File: config.mk
export PLATFORM = sky130hd
export DESIGN_NAME = rf_write_arbiter
export DESIGN_NICKNAME = d
export VERILOG_FILES = /design/src/rtl/rf_write_arbiter.sv
export SDC_FILE = /design/constraint.sdc
export NUM_CORES = 1
export LEC_CHECK = 0
export ABC_CLOCK_PERIOD_IN_PS = 2310
export BUFFER_PORTS_ARGS = -buffer_cell sky130_fd_sc_hd__buf_4
export CAP_MARGIN = 20
export CORE_MARGIN = 5
export CORE_UTILIZATION = 45
export CTS_CLUSTER_DIAMETER = 50
export DETAILED_ROUTE_END_ITERATION = 12
export PLACE_DENSITY = 0.76
export SYNTH_ARGS = -nofsm -noshare
export SYNTH_HDL_FRONTEND = slang
export SYNTH_SLANG_ARGS = --single-unit
File: constraint.sdc
create_clock -name clk -period 2.31 [get_ports clk]
set_input_delay 0.462 -clock clk [delete_from_list [all_inputs] [get_ports clk]]
set_output_delay 0.462 -clock clk [all_outputs]
set_load 0.005 [all_outputs]
File: src/rtl/rf_write_arbiter.sv
// Register-file write-port arbiter: merges pipeline writeback with queued long-latency writes.
// Optional pending-destination scoreboard is built when RF_SCOREBOARD_EN is defined.
module rf_write_arbiter #(
    parameter int DEPTH        = 4,
    parameter int STARVE_LIMIT = 3
) (
    input  logic                     clk,
    input  logic                     rst_n,
    input  logic                     p_valid,
    input  logic [4:0]               p_rd,
    input  logic [31:0]              p_data,
    output logic                     p_stall,
    input  logic                     l_valid,
    output logic                     l_ready,
    input  logic [4:0]               l_rd,
    input  logic [31:0]              l_data,
    input  logic                     sb_set,
    input  logic [4:0]               sb_rd,
    output logic [31:0]              busy,
    output logic                     rf_we,
    output logic [4:0]               rf_a,
    output logic [31:0]              rf_wd,
    output logic [$clog2(DEPTH):0]   fifo_cnt,
    output logic                     proto_err
);

    localparam int AW = $clog2(DEPTH);
    localparam int CW = AW + 1;
    localparam int SW = $clog2(STARVE_LIMIT + 1);

    logic [4:0]    mem_rd   [DEPTH];
    logic [31:0]   mem_data [DEPTH];

    logic [AW-1:0] wr_ptr_reg, rd_ptr_reg;
    logic [CW-1:0] cnt_reg, cnt_next;
    logic [SW-1:0] starve_reg, starve_next;
    logic          p_stall_reg, p_stall_next;
    logic          proto_err_reg;
    logic          rf_we_reg;
    logic [4:0]    rf_a_reg;
    logic [31:0]   rf_wd_reg;

    logic          p_req, fifo_ne, pop, push, store;
    logic [4:0]    head_rd;
    logic [31:0]   head_data;

    // Occupancy is registered, so a full FIFO refuses a push even when it pops this cycle.
    assign l_ready = rst_n & (cnt_reg < CW'(DEPTH));

    always_comb begin
        p_req     = p_valid & (p_rd != 5'd0);
        fifo_ne   = (cnt_reg != '0);
        pop       = fifo_ne & (p_stall_reg | ~p_req);
        push      = l_valid & l_ready;
        store     = push & (l_rd != 5'd0);
        head_rd   = mem_rd[rd_ptr_reg];
        head_data = mem_data[rd_ptr_reg];
        cnt_next  = cnt_reg + CW'(store) - CW'(pop);
    end

    // Starvation counter: counts waiting cycles of a non-empty FIFO; a stall forces the next pop.
    always_comb begin
        starve_next = '0;
        if (fifo_ne && !pop) begin
            if (starve_reg == SW'(STARVE_LIMIT))
                starve_next = starve_reg;
            else
                starve_next = starve_reg + SW'(1);
        end
        p_stall_next = (starve_next == SW'(STARVE_LIMIT));
    end

    always_ff @(posedge clk) begin
        if (store) begin
            mem_rd[wr_ptr_reg]   <= l_rd;
            mem_data[wr_ptr_reg] <= l_data;
        end
    end

    always_ff @(posedge clk or negedge rst_n) begin
        if (!rst_n) begin
            wr_ptr_reg  <= '0;
            rd_ptr_reg  <= '0;
            cnt_reg     <= '0;
            starve_reg  <= '0;
            p_stall_reg <= 1'b0;
        end else begin
            if (store)
                wr_ptr_reg <= wr_ptr_reg + AW'(1);
            if (pop)
                rd_ptr_reg <= rd_ptr_reg + AW'(1);
            cnt_reg     <= cnt_next;
            starve_reg  <= starve_next;
            p_stall_reg <= p_stall_next;
        end
    end

    always_ff @(posedge clk or negedge rst_n) begin
        if (!rst_n) begin
            rf_we_reg     <= 1'b0;
            rf_a_reg      <= 5'd0;
            rf_wd_reg     <= 32'd0;
            proto_err_reg <= 1'b0;
        end else begin
            if (pop) begin
                rf_we_reg <= 1'b1;
                rf_a_reg  <= head_rd;
                rf_wd_reg <= head_data;
            end else if (p_req) begin
                rf_we_reg <= 1'b1;
                rf_a_reg  <= p_rd;
                rf_wd_reg <= p_data;
            end else begin
                rf_we_reg <= 1'b0;
            end
            if (p_valid && p_stall_reg)
                proto_err_reg <= 1'b1;
        end
    end

    assign p_stall   = p_stall_reg;
    assign proto_err = proto_err_reg;
    assign rf_we     = rf_we_reg;
    assign rf_a      = rf_a_reg;
    assign rf_wd     = rf_wd_reg;
    assign fifo_cnt  = cnt_reg;

`ifdef RF_SCOREBOARD_EN
    genvar gi;
    assign busy[0] = 1'b0;
    // One flop per architectural register; an issue-side set outranks a same-edge pop clear.
    for (gi = 1; gi < 32; gi++) begin : g_busy
        logic bit_reg;
        always_ff @(posedge clk or negedge rst_n) begin
            if (!rst_n)
                bit_reg <= 1'b0;
            else if (sb_set && (sb_rd == 5'(gi)))
                bit_reg <= 1'b1;
            else if (pop && (head_rd == 5'(gi)))
                bit_reg <= 1'b0;
        end
        assign busy[gi] = bit_reg;
    end
`else
    logic sb_unused;
    assign busy      = 32'd0;
    assign sb_unused = &{1'b0, sb_set, sb_rd};
`endif

endmodule

=== After elaboration in Yosys (flattened, before gate mapping) ===
Memories as Yosys holds them, arrays and structs flattened.
Index checks and enable logic that the tools add are counted.
Widths: inputs -> output; s select.

* Register bits after elaboration: 49
* Latch bits: 0
* Bits in writable memories: 148
* ROM bits: 0
* Output and inout bits: 76
* Logic and storage cells: 43
* Memories: 2

* Add/subtract/negate cells: 5
* Multipliers: 0
* Div/mod/pow operators: 0
* $lt $le $gt $ge: 1
* Eq/ne operators: 2
* Shift-type cells: 0
* Multiplexer cells: 10
* Bitwise gates (word level): 7
* Reduce and logical (&&, ||, !) cells: 7

{| class="wikitable"
|+ Memory list
! memory !! depth !! width !! read ports !! clocked after Yosys merged registers in !! write ports !! line !! RTL
|-
| mem_data || 4 || 32 || 1 || 0 || 1 || 32 || <nowiki>logic [31:0] mem_data [DEPTH];</nowiki>
|-
| mem_rd || 4 || 5 || 1 || 0 || 1 || 31 || <nowiki>logic [4:0] mem_rd [DEPTH];</nowiki>
|}

{| class="wikitable"
|+ Operators by type and width
! operator !! number
|-
| $mux 32 || 2
|-
| $mux 5 || 2
|-
| $reduce_bool 5->1 || 2
|-
| $add 2x1->2 const B || 3
|-
| $and 1x1->1 || 5
|-
| $eq 2x2->1 const B || 2
|-
| $mux 1 || 4
|-
| $mux 2 || 2
|-
| $add 3x1->3 || 1
|-
| $lt 3x3->1 const B || 1
|-
| $reduce_bool 3->1 || 1
|-
| $sub 3x1->3 || 1
|-
| $logic_and 1x1->1 || 2
|-
| $reduce_bool 2->1 || 1
|-
| $logic_not 1->1 || 1
|-
| $not 1->1 || 1
|-
| $or 1x1->1 || 1
|}

=== Depth between registers and ports, before layout ===
* Word-level depth: 9
* Gate-level depth with buffers: 11

=== Worst setup path before layout ===
No wires, ideal clock.

* Kind: reg-to-reg
* Start point: register cnt_reg[1], in the netlist fifo_cnt[1]
* End point: register cnt_reg[2], in the netlist fifo_cnt[2]
* Arrival time: 2.319 ns
* Setup slack: -0.134 ns
* Stages on the path, launching flop included: 12
* Buffers on the path: 2
* Cells stage by stage: dfrtp_1 nor3_1 buf_2 buf_2 nor2_1 ha_1 inv_1 ha_1 inv_1 fa_1 xnor2_1 xnor2_1

* Cells in the longest elaborated chain, start to end: 6

{| class="wikitable"
|+ Ends and longest elaborated chain
! what !! line !! RTL
|-
| start: declaration || 35 || <nowiki>logic [CW-1:0] cnt_reg, cnt_next;</nowiki>
|-
| start signal: assignment || 92 || <nowiki>cnt_reg <= cnt_next;</nowiki>
|-
| $lt 3x3->1 || 48 || <nowiki>assign l_ready = rst_n & (cnt_reg < CW'(DEPTH));</nowiki>
|-
| $and 1x1->1 || 48 ||
|-
| $and 1x1->1 || 54 || <nowiki>push = l_valid & l_ready;</nowiki>
|-
| $and 1x1->1 || 55 || <nowiki>store = push & (l_rd != 5'd0);</nowiki>
|-
| $add 3x1->3 || 58 || <nowiki>cnt_next = cnt_reg + CW'(store) - CW'(pop);</nowiki>
|-
| $sub 3x1->3 * || 58 ||
|-
| named net cnt_next[2] || 35 ||
|}

The timed path passes the listed nets; every way through them passes the cells marked *.
A chain may end at the register's enable or synchronous reset.

=== Final worst setup path ===
* Start point: register p_stall_reg, in the netlist p_stall
* End point: register cnt_reg[2], in the netlist fifo_cnt[2]

* Cells in the longest elaborated chain, start to end: 3

{| class="wikitable"
|+ Ends and longest elaborated chain
! what !! line !! RTL
|-
| start: declaration || 37 || <nowiki>logic p_stall_reg, p_stall_next;</nowiki>
|-
| start signal: assignment || 94 || <nowiki>p_stall_reg <= p_stall_next;</nowiki>
|-
| $or 1x1->1 || 53 || <nowiki>pop = fifo_ne & (p_stall_reg | ~p_req);</nowiki>
|-
| $and 1x1->1 || 53 ||
|-
| $sub 3x1->3 || 58 ||
|-
| named net cnt_next[2] || 35 ||
|}

The timed path passes the listed nets, and every way through them passes these cells.

==> impl_results.md <==
- Reg2reg end: fifo_cnt[2]$_DFF_PN0_
- First-pass GRT wire length: 26,100 um
- Initial Util: 45.6%
- Antenna-violating nets left: 0
- Largest delay share family, worst path: adder cells
- Final period demand of the worst path: 2.15 ns
- CTS buffer count: 17
- Row count: 48
- Setup violators final: 0
- Worst-case clock buffer depth: 2
- Cts hold-fix bufs: 0
- Layout cells sized above 1: 40.2%
- Cell Area, Synth: 0.00784 mm2
- Fin crit share: 92.9%
- Port buffer count: 121
- CTS tree: done
- CP startpoint kind: flop
- Die H: 142 um
- Final worst slack: 0.163 ns
- Die span in x: 142 um
- Vias in the first global route: 4,540
- WP buf/inv: 2
- Ant diodes: 0
- Setup crit end kind: flop
- Cell depth of the worst setup path: 10
- Worst skew pair latency: 0.44 ns
- Initial antenna violation count: 0
- Worst-path clk slew: 0.07 ns
- Syn_area_per_cell: 19.1 um2
- Non-Filler Instances: 789
- Post-place setup slack: -0.129 ns
- Register-to-register setup slack: 0.16 ns
- Slew margin rel.: 53.4%
- Worst VDD drop: 0.000736 V
- CP Launch Point: p_stall$_DFF_PN0_
- Slew Limit Fails: 0
- # clock sinks: 197
- Fillers: 1,325
- Via-per-instance ratio: 5.44
- Max cap viols: 0
- RSZ-0062 raised after global routing: no
- Fin Hold WS: 0.202 ns
- RD Place Congestion: 0.770
- H-Tree Depth: 4
- Yosys cell types: 27
- YS warnings: 0
- Top Ports: 160
- Maximum fanout along the worst path: 4
- WL final: 16,800 um
- Post-synthesis adder-cell area fraction: 1.21%
- Largest net degree at the start of global routing: 50
- Pwr dens: 1130 mW/mm2
- Crit path DAT: 2.46 ns
- Area delta synth->final: 24.2%
- R2r worst-path depth: 10
- Synth Area in Compound Gates: 5.25%
- Multi-input gate area: 0.00193 mm2
- Final Hold Viols: 0
- Final core occ: 56.7%
- Total core area: 0.0172 mm2
- Critical path destination: fifo_cnt[2]$_DFF_PN0_
- Main combinational cell family by area after synthesis: multiplexers
- Total die area: 0.0202 mm2
- Hold Crit Class: input port to asynchronous set/reset pin
- Clk Tree Root Cell: clkbuf_16
- Routed wire per std cell: 21.3 um
- Seq. cell area: 0.00567 mm2
- Final Power: 0.0110 W
- Status: completed
- DRT Pass-1 Iters: 4
- Max Clock Freq: 466 MHz
- Cells after DPL: 757
- Fin nets: 642
- CP max stage delay: 0.44 ns
- Max reg flops: 128
- WS Path Type: flop to flop
- DRC: 0
- Initial drt markers: 170
- Vias: 4,289
- Worst slew pin tran: 0.699 ns
- Mux cell area share after synthesis: 10.8%
- Sequential share of the synthesized area: 72.3%
- Synth Area in XOR/XNOR: 0.559%
- Global Route Usage Sum: 17.4%
- Remaining global-route overflow: 0
- Yosys reg bits: 197
- Mapped Cells: 411
- Post-DP HPWL: 10,700 um
- Leakage: 3.65 nW
- Worst r2r src: p_stall$_DFF_PN0_
- Simple-Gate Fraction of Synth Area: 4.85%
- Slowest CP cell: dfrtp_1
- Skew final: 0.0123 ns
- Worst EP required: 2.62 ns
- Cells along the critical path: nand2b_1 > a21oi_4 > nor2_1 > ha_1 > inv_1 > ha_1 > inv_1 > fa_1 > xnor2_1 > xnor2_1
## synth_stat cells
cell,n,share of area (%)
a21bo_2,1,0.13
a21o_1,1,0.096
a21oi_1,3,0.19
a21oi_2,1,0.11
a221o_1,37,4.7
and2_1,5,0.40
buf_2,15,0.96
buf_4,32,3.1
buf_6,2,0.29
clkbuf_1,6,0.29
conb_1,1,0.048
dfrtp_1,49,16
edfxtp_1,148,57
fa_1,1,0.26
ha_1,6,0.96
inv_1,8,0.38
mux2_2,1,0.14
mux4_2,37,11
nand2_1,2,0.096
nand2b_1,1,0.080
nor2_1,6,0.29
nor2b_1,1,0.080
nor3_1,3,0.19
nor3b_1,38,3.6
or3_1,1,0.080
xnor2_1,3,0.34
xor2_1,2,0.22
## power by group
part	leakage, nW	internal [W]	switching, W
Sequential	1.92	0.00440	0.000370
Clock	0.305	0.00177	0.00134
Combinational	1.42	0.00179	0.00136
## cell usage in the layout (no fill, tap or decap), drive strengths merged
cell / Yosys / layout
edfxtp: 148 / 148
buf: 49 / 145
dfrtp: 49 / 49
nor3b: 38 / 38
mux4: 37 / 37
a221o: 37 / 37
conb: 1 / 32
clkbuf: 6 / 18
inv: 8 / 14
nor2: 6 / 6
ha: 6 / 6
and2: 5 / 5
a21oi: 4 / 4
clkinv: 0 / 4
xnor2: 3 / 3
bufinv: 0 / 3
nor3: 3 / 3
nand2: 2 / 2
xor2: 2 / 2
or3: 1 / 1
nand2b: 1 / 1
nor2b: 1 / 1
a21bo: 1 / 1
mux2: 1 / 1
a21o: 1 / 1
fa: 1 / 1
clkinvlp: 0 / 1
## routing by layer
metal	share of wire, %	track usage [%]	routed length [um]
met5	0	0	0
met4	2.2	6.97	369
met1	40	21.8	6700
met2	51	29.1	8530
met3	7.1	4.60	1190
## timing repair
action | in CTS | in global routing
resized for setup | 0 | 1
setup endpoints to repair | 0 | 1
buffers inserted | 0 | 0
hold endpoints to repair | 0 | 0
## through the flow
step	TNS [ns]	cell area, um2
floorplan	-0.0567	7970
global placement	-0.0599	9100
detailed placement	-0.129	9100
CTS	0	9730
global route	0	9740
finish	0	9740
## cells by family after synthesis
kind of cell / after synthesis
muxes: 38
xor gates and xnor gates: 5
other: 1
and+or+nand+nor: 57
DFF: 197
AOI/OAI and AO/OA: 43
buffers and inverters: 63
adders and majority gates: 7
## worst min path at each step
stage | to | slack [ns] | cells past startpoint
2_1_floorplan | fifo_cnt[0]$_DFF_PN0_ | 0.17 | 0
3_3_place_gp | starve_reg[0]$_DFF_PN0_ | 0.44 | 1
3_5_place_dp | proto_err$_DFFE_PN0P_ | 0.45 | 1
4_1_cts | mem_data[2][16]$_DFFE_PP_ | 0.21 | 1
5_1_grt | mem_data[3][3]$_DFFE_PP_ | 0.21 | 1
6_report | rf_wd[29]$_DFFE_PN0P_ | 0.20 | 2
## cell type report
type                            count  area share, %
Multi-Input combinational cell    182           19.9
Clock buffer                       18           4.51
Clock inverter                     14           1.94
Sequential cell                   197           58.3
Tap cell                          225           2.89
Inverter                            8          0.308
Timing Repair Buffer              145           12.2
Note: power is estimated with default switching activity, not from simulation.
